## src/rtl/bus_master.sv

```systemverilog
`timescale 1ns/1ps
// bus_master: single-transfer 68000 bus initiator with BR/BG/BGACK arbitration.
// Define BUS_TIMEOUT_EN to build the WAIT_ACK watchdog (TIMEOUT_CYCLES clocks).
module bus_master #(
    parameter int unsigned TIMEOUT_CYCLES = 255
) (
    input  logic        CLK,
    input  logic        RST,
    input  logic        REQ,
    input  logic        WE,
    input  logic        BYTE,
    input  logic [23:0] ADDR_IN,
    input  logic [15:0] WDATA,
    output logic [15:0] RDATA,
    output logic        DONE,
    output logic        ERR,
    output logic        BUSY,
    output logic        BR,
    output logic        BGACK,
    input  logic        BG,
    input  logic        AS_IN,
    input  logic        DTACK,
    input  logic        BERR,
    output logic        AS,
    output logic        UDS,
    output logic        LDS,
    output logic        RW,
    output logic [22:0] A_OUT,
    output logic [15:0] D_OUT,
    input  logic [15:0] D_IN,
    output logic        BUS_OE,
    output logic        D_OE
);

    typedef enum logic [2:0] {
        IDLE, BUSREQ, GRANT_WAIT, DRIVE, STROBE, WAIT_ACK, TERM, RELEASE
    } state_t;

    state_t state, state_n;

    logic [1:0] bg_sync, as_sync, dtack_sync, berr_sync;
    logic       bg_s, as_s, dtack_s, berr_s;

    logic        we_q, we_n;
    logic        byte_q, byte_n;
    logic [23:0] addr_q, addr_n;
    logic [15:0] wdata_q, wdata_n;
    logic        err_flag, err_flag_n;

    logic [15:0] rdata_n, d_out_n;
    logic [22:0] a_out_n;
    logic        done_n, err_n, busy_n, br_n, bgack_n;
    logic        as_n, uds_n, lds_n, rw_n, bus_oe_n, d_oe_n;

    logic tmo_hit, release_ok;

    // Bus-side handshakes are asynchronous to CLK; the FSM sees only these.
    always_ff @(posedge CLK or negedge RST) begin
        if (!RST) begin
            bg_sync    <= 2'b11;
            as_sync    <= 2'b11;
            dtack_sync <= 2'b11;
            berr_sync  <= 2'b11;
        end else begin
            bg_sync    <= {bg_sync[0], BG};
            as_sync    <= {as_sync[0], AS_IN};
            dtack_sync <= {dtack_sync[0], DTACK};
            berr_sync  <= {berr_sync[0], BERR};
        end
    end

    assign bg_s    = bg_sync[1];
    assign as_s    = as_sync[1];
    assign dtack_s = dtack_sync[1];
    assign berr_s  = berr_sync[1];

`ifdef BUS_TIMEOUT_EN
    logic [7:0] tmo_cnt;
    logic       timed_out;

    // A timed-out slave may never negate DTACK, so RELEASE only waits on BERR.
    always_ff @(posedge CLK or negedge RST) begin
        if (!RST) begin
            tmo_cnt   <= 8'd0;
            timed_out <= 1'b0;
        end else begin
            tmo_cnt <= (state == WAIT_ACK) ? tmo_cnt + 8'd1 : 8'd0;
            if (state == STROBE)
                timed_out <= 1'b0;
            else if (state == WAIT_ACK && berr_s && dtack_s && tmo_hit)
                timed_out <= 1'b1;
        end
    end

    assign tmo_hit    = (tmo_cnt == 8'(TIMEOUT_CYCLES - 1));
    assign release_ok = berr_s && (dtack_s || timed_out);
`else
    logic [7:0] unused_timeout;
    assign unused_timeout = 8'(TIMEOUT_CYCLES);
    assign tmo_hit        = 1'b0;
    assign release_ok     = berr_s && dtack_s;
`endif

    always_ff @(posedge CLK or negedge RST) begin
        if (!RST) begin
            state    <= IDLE;
            we_q     <= 1'b0;
            byte_q   <= 1'b0;
            addr_q   <= 24'd0;
            wdata_q  <= 16'd0;
            err_flag <= 1'b0;
            RDATA    <= 16'd0;
            DONE     <= 1'b0;
            ERR      <= 1'b0;
            BUSY     <= 1'b0;
            BR       <= 1'b1;
            BGACK    <= 1'b1;
            AS       <= 1'b1;
            UDS      <= 1'b1;
            LDS      <= 1'b1;
            RW       <= 1'b1;
            A_OUT    <= 23'd0;
            D_OUT    <= 16'd0;
            BUS_OE   <= 1'b0;
            D_OE     <= 1'b0;
        end else begin
            state    <= state_n;
            we_q     <= we_n;
            byte_q   <= byte_n;
            addr_q   <= addr_n;
            wdata_q  <= wdata_n;
            err_flag <= err_flag_n;
            RDATA    <= rdata_n;
            DONE     <= done_n;
            ERR      <= err_n;
            BUSY     <= busy_n;
            BR       <= br_n;
            BGACK    <= bgack_n;
            AS       <= as_n;
            UDS      <= uds_n;
            LDS      <= lds_n;
            RW       <= rw_n;
            A_OUT    <= a_out_n;
            D_OUT    <= d_out_n;
            BUS_OE   <= bus_oe_n;
            D_OE     <= d_oe_n;
        end
    end

    // All outputs are registered: each state computes the values seen after its edge.
    always_comb begin
        state_n    = state;
        we_n       = we_q;
        byte_n     = byte_q;
        addr_n     = addr_q;
        wdata_n    = wdata_q;
        err_flag_n = err_flag;
        rdata_n    = RDATA;
        done_n     = 1'b0;
        err_n      = 1'b0;
        busy_n     = BUSY;
        br_n       = BR;
        bgack_n    = BGACK;
        as_n       = AS;
        uds_n      = UDS;
        lds_n      = LDS;
        rw_n       = RW;
        a_out_n    = A_OUT;
        d_out_n    = D_OUT;
        bus_oe_n   = BUS_OE;
        d_oe_n     = D_OE;

        case (state)
            IDLE: begin
                if (REQ) begin
                    if (!BYTE && ADDR_IN[0]) begin
                        done_n = 1'b1;
                        err_n  = 1'b1;
                    end else begin
                        we_n       = WE;
                        byte_n     = BYTE;
                        addr_n     = ADDR_IN;
                        wdata_n    = WDATA;
                        err_flag_n = 1'b0;
                        busy_n     = 1'b1;
                        state_n    = BUSREQ;
                    end
                end
            end
            BUSREQ: begin
                br_n    = 1'b0;
                state_n = GRANT_WAIT;
            end
            GRANT_WAIT: begin
                if (!bg_s && as_s && dtack_s) begin
                    bgack_n = 1'b0;
                    br_n    = 1'b1;
                    state_n = DRIVE;
                end
            end
            DRIVE: begin
                bus_oe_n = 1'b1;
                a_out_n  = addr_q[23:1];
                rw_n     = ~we_q;
                if (we_q) begin
                    d_oe_n  = 1'b1;
                    d_out_n = byte_q ? {wdata_q[7:0], wdata_q[7:0]} : wdata_q;
                end
                state_n = STROBE;
            end
            STROBE: begin
                as_n    = 1'b0;
                uds_n   = byte_q && addr_q[0];
                lds_n   = byte_q && !addr_q[0];
                state_n = WAIT_ACK;
            end
            WAIT_ACK: begin
                if (!berr_s) begin
                    err_flag_n = 1'b1;
                    state_n    = TERM;
                end else if (!dtack_s) begin
                    if (!we_q) begin
                        if (byte_q)
                            rdata_n = {8'h00, addr_q[0] ? D_IN[7:0] : D_IN[15:8]};
                        else
                            rdata_n = D_IN;
                    end
                    state_n = TERM;
                end else if (tmo_hit) begin
                    err_flag_n = 1'b1;
                    state_n    = TERM;
                end
            end
            TERM: begin
                as_n    = 1'b1;
                uds_n   = 1'b1;
                lds_n   = 1'b1;
                d_oe_n  = 1'b0;
                state_n = RELEASE;
            end
            RELEASE: begin
                if (release_ok) begin
                    bus_oe_n = 1'b0;
                    bgack_n  = 1'b1;
                    rw_n     = 1'b1;
                    done_n   = 1'b1;
                    err_n    = err_flag;
                    busy_n   = 1'b0;
                    state_n  = IDLE;
                end
            end
            default: state_n = IDLE;
        endcase
    end

endmodule

```

## config.mk

```make
export PLATFORM = sky130hd
export DESIGN_NAME = bus_master
export DESIGN_NICKNAME = d
export VERILOG_FILES = /design/src/rtl/bus_master.sv
export SDC_FILE = /design/constraint.sdc
export NUM_CORES = 1
export LEC_CHECK = 0
export ABC_AREA = 1
export BUFFER_PORTS_ARGS = -buffer_cell sky130_fd_sc_hd__buf_4
export CAP_MARGIN = 10
export CELL_PAD_IN_SITES_DETAIL_PLACEMENT = 1
export CELL_PAD_IN_SITES_GLOBAL_PLACEMENT = 1
export CORE_MARGIN = 4
export CORE_UTILIZATION = 39
export CTS_CLUSTER_SIZE = 24
export DETAILED_ROUTE_END_ITERATION = 8
export HOLD_SLACK_MARGIN = 0.12
export PLACE_DENSITY = 0.83
export RECOVER_POWER = 25
export SYNTH_ARGS = -nofsm -noshare
export SYNTH_HDL_FRONTEND = slang
export SYNTH_SLANG_ARGS = --single-unit
```

## constraint.sdc

```tcl
create_clock -name CLK -period 1.65 [get_ports CLK]
set_input_delay 0.165 -clock CLK [delete_from_list [all_inputs] [get_ports CLK]]
set_output_delay 0.165 -clock CLK [all_outputs]
set_load 0.01 [all_outputs]
```

### Word-level counts from Yosys, hierarchy flattened

Index checks and enable logic that the tools add are counted.

* output and inout port bits: 66
* register bits after elaboration: 120
* input port bits: 65
* word-level logic and storage cells: 104

* bitwise logic cells: 3
* reductions and logical operators: 27
* multiplexer cells: 36
* eq/ne operators: 14

Operator list (number)
* 16-bit 2-to-1 mux: 2
* 1-bit one-hot mux with 2 select lines: 12
* 3-bit one-hot mux with 8 select lines: 1
* 3-bit 2-to-1 mux: 6
* 1-bit 2-to-1 mux: 14
* 2-bit nonzero test: 7
* 3-bit == test, second input constant: 4
* 2-bit inequality test, second input constant: 6
* 4-bit AND reduction: 3
* 8-bit 2-to-1 mux: 1
* 2-bit AND reduction: 4
* 3-bit by 2-bit == test with 1-bit output, second input constant: 2
* 1-bit logical AND: 6
* 3-bit AND reduction: 2
* 5-bit AND reduction: 1
* 3-bit by 1-bit == test with 1-bit output, second input constant: 1
* 1-bit logical NOT: 3
* 3-bit logical NOT: 1
* 3-bit inequality test, second input constant: 1
* 1-bit NOT: 3

### Logic depth before layout (Yosys ltp)

* word-level depth: 5
* mapped depth: 7

### Worst setup path after synthesis

Ideal clock, no wire load.

* kind: flip-flop to flip-flop
* start: reg state[1]
* end: reg addr_q[14]
* data arrival time: 1.145 ns
* clock period less this slack: 1.264 ns
* cell stages (with the launch flop): 8
* path slack: 0.386 ns
* buffers on the path: 1
* path through: dfrtp_1 nor2_1 nand2_2 inv_4 nand2_8 buf_6 nor2_1 a21oi_2

* word-level cells in the longest chain between the ends: 2

Ends and longest elaborated chain
* start: declaration: RTL line 39 `state_t state, state_n;`
* start signal: assignment: RTL line 127 `state <= state_n;`
* 3-bit logical NOT: RTL line 173 `case (state)`
* 3-bit AND reduction (no source line)
* end signal: assignment: RTL line 130 `addr_q <= addr_n;`
* end: declaration: RTL line 46 `logic [23:0] addr_q, addr_n;`

No other way between the ends.
A chain may end at the register's enable or synchronous reset.

### Worst setup path after layout

* start: reg state[1]
* end: reg RDATA[14]

* word-level cells in the longest chain between the ends: 2

Ends and longest elaborated chain
* 3-bit == test: RTL line 173
* 4-bit AND reduction (no source line)
* end signal: assignment: RTL line 133 `RDATA <= rdata_n;`
* end: declaration: RTL line 14 `output logic [15:0] RDATA,`

No other way between the ends.

==> results by group <==
Power
  – Pwr/cell area: 1923 nW/um^2
  – Clock Power Share: 29.1%
  – Static Leakage: 3.794 nW
  – Switching pwr: 4.963 mW
  – Worst IR Drop VDD: 0.9576 mV
  – Switching fraction of total power: 35.11%
  – Internal Power: 9.174 mW
  – Sequential power share: 36.0%
  – Logic pwr share: 34.9%

Setup path
  – CP arrival: 1.85 ns
  – CP endpoint kind: register
  – Crit Path Class: register to register
  – Crit Path Max Fanout: 16
  – Startpoint Class: register
  – Req. time, crit path: 1.94 ns

Clocking
  – Clock Latency Late Sink: 0.42 ns
  – Clock-pin slew on the worst setup and hold paths: 0.06 ns
  – H-tree depth: 4
  – CTS tree: yes
  – Sink Count: 120
  – CTS buffer count: 17
  – Clock Path Buffers: 2
  – Clock Tree Root: clkbuf_16

Placement
  – Placed Instances: 809
  – HPWL after detailed placement: 9443 um
  – Port Buf Inserts: 130
  – Routability cong.: 0.8600

Synth
  – Post-synth cell types: 29
  – Area contributors post-synth: dfrtp_1 (54%), nand2_1 (13%), dfstp_2 (7.5%), o21ai_0 (4.1%), inv_1 (3.2%)
  – Avg Inst Size Synth: 9.464 um^2
  – Netlist Area Pre-Place: 4931 um^2
  – Post-synthesis register bit count: 120
  – Post-Syn Instances: 521
  – Synthesized Nets: 586
  – Cell taking the most area after synthesis: dfrtp_1
  – Post-synth top area share: 53.79%
  – Synth warnings: 0
  – Seq/Total Area, Yosys: 61.25%

GRT
  – Global-route wire length before repair: 25,210 um
  – Global route overflow: 0
  – Antenna violations before repair: 0
  – Vias in the first global route: 4,885
  – Tot GR Track Use: 22.39%
  – Largest net degree at the start of global routing: 73

Detailed routing
  – Pre-antenna DRT Iters: 4
  – WL final: 15,940 um
  – Vias per inst: 4.770
  – DRC errors left: 0
  – Drt wl/cell: 17.58 um
  – Antenna Nets Post-Route: 0
  – 1st-iter DRT viols: 266
  – Vias: 4,326

Final layout
  – Final core utilization: 60.19%
  – Most frequent cells in the layout: nand2_1 (177), buf_4 (131), dfrtp_1 (105)
  – Synth-to-layout area growth: 49.07%
  – Final net count: 793
  – Share of layout cells above drive strength 1: 30.18%
  – Layout Cells excl Fill: 907
  – Most common cell after layout, fill and taps aside: nand2_1
  – # fillers: 1,402
  – # diodes: 0

Outcome
  – Status: complete, no violations

STA
  – WHS: 0.1387 ns
  – Count of final hold-check violations: 0
  – Slew @ Worst Pin: 1.020 ns
  – Final Setup Violations: 0
  – Rel. slew slack: 32.02%
  – Fin crit share: 94.49%
  – Fin Setup TNS: 0 ns
  – Setup Skew: 0.009896 ns
  – Post-route minimum period: 1.559 ns
  – Max Transition Viols Final: 0
  – FMAX: 641.4 MHz

Floorplan
  – # IOs: 131
  – # rows: 40
  – Chip width: 120.4 um
  – Die area: 14,510 um^2
  – DIE HEIGHT: 120.4 um
  – Starting Density: 40.38%
  – CORE AREA: 12,210 um^2

Min path
  – Hold WC Path Type: input port to register

Job
  – Maxcap violations: 0
## final timing paths
check	endpoint	startpoint	depth (start not counted)	slack [ns]
worst min register to register	berr_sync[1]	berr_sync[0]	0	0.35
worst min-delay path	byte_q	BYTE	3	0.14
min in group asynchronous	A_OUT[10]	RST	2	0.44
worst max register to register	RDATA[14]	state[1]	7	0.09
worst max-delay path	RDATA[14]	state[1]	7	0.09
max in group asynchronous	UDS	RST	3	0.20
## repair_timing
| item | in CTS | in global routing |
|---|---|---|
| endpoints found under the setup margin | 0 | 57 |
| endpoints found under the hold margin | 95 | 0 |
| gates resized for setup | 0 | 4 |
| hold buffers | 64 | 0 |
| setup buffers | 0 | 3 |
## metrics by stage
stage,setup WS [ns],area [um^2],total power [mW]
finish,0.09087,7351,14.14
CTS,0.01879,7310,14.03
global placement,0.1746,6018,9.362
detailed placement,0.08626,6018,9.692
global route,-0.01812,7351,15.08
floorplan,0.3859,4931,7.607
## cell usage after synthesis, drive strengths merged
master,instances
dfstp,14
o311ai,1
buf,17
nand3b,1
o211ai,1
inv,46
dfrtp,106
nand3,23
nor2,39
o21ai,58
clkinv,1
clkbuf,3
nand2,182
a21oi,29
## flip-flops by register name (all words and copies together), names as in the netlist, 2 cells and up
signal and count:
A_OUT 23, addr_q 24, state 3, RDATA 16
berr_sync 2, as_sync 2, wdata_q 16, bg_sync 2
dtack_sync 2, D_OUT 16
## layer usage
layer / share of wire, % / wire (um) / GRT usage (%) / vias to the layer above
met2: 53 / 8480 / 39.82 / 107
met5: 0 / 0 / 0 / -
met1: 41 / 6474 / 25.76 / 2135
met3: 3.9 / 629 / 6.127 / 28
li1: - / - / - / 2056
met4: 2.2 / 357 / 8.144 / 0
## cell families after synthesis
kind of cell | Yosys count | synth area share, %
AOI/OAI and AO/OA | 89 | 10.99
buffers and inverters | 67 | 7.409
DFF | 120 | 61.25
and+or+nand+nor | 245 | 20.35
## area by class of cell
class | instances | area (um^2) | share of cell area (%)
Clock inverter | 9 | 170.2 | 2.315
Clock buffer | 21 | 480.5 | 6.536
Multi-Input combinational cell | 335 | 1565 | 21.29
Sequential cell | 120 | 3022 | 41.11
Timing Repair Buffer | 207 | 1722 | 23.42
Tap cell | 168 | 210.2 | 2.860
Inverter | 47 | 181.4 | 2.468
## power by group through the flow
stage	Combinational, mW	Clock, mW	Sequential (mW)
finish	4.94	4.11	5.09
global route	5.51	4.34	5.23
CTS	4.81	4.15	5.06
detailed placement	4.62	0	5.08
global placement	4.37	0	4.99
floorplan	2.36	0	5.25
## worst max-delay path, stage by stage, from the launching register on
cell and delay [ns]:
dfrtp_1 0.45, inv_1 0.10, nand3_2 0.11, nor2_2 0.14, nand2_2 0.17, buf_4 0.26, nand2_1 0.11, o21ai_2 0.08
(Power assumes the default switching activity.)
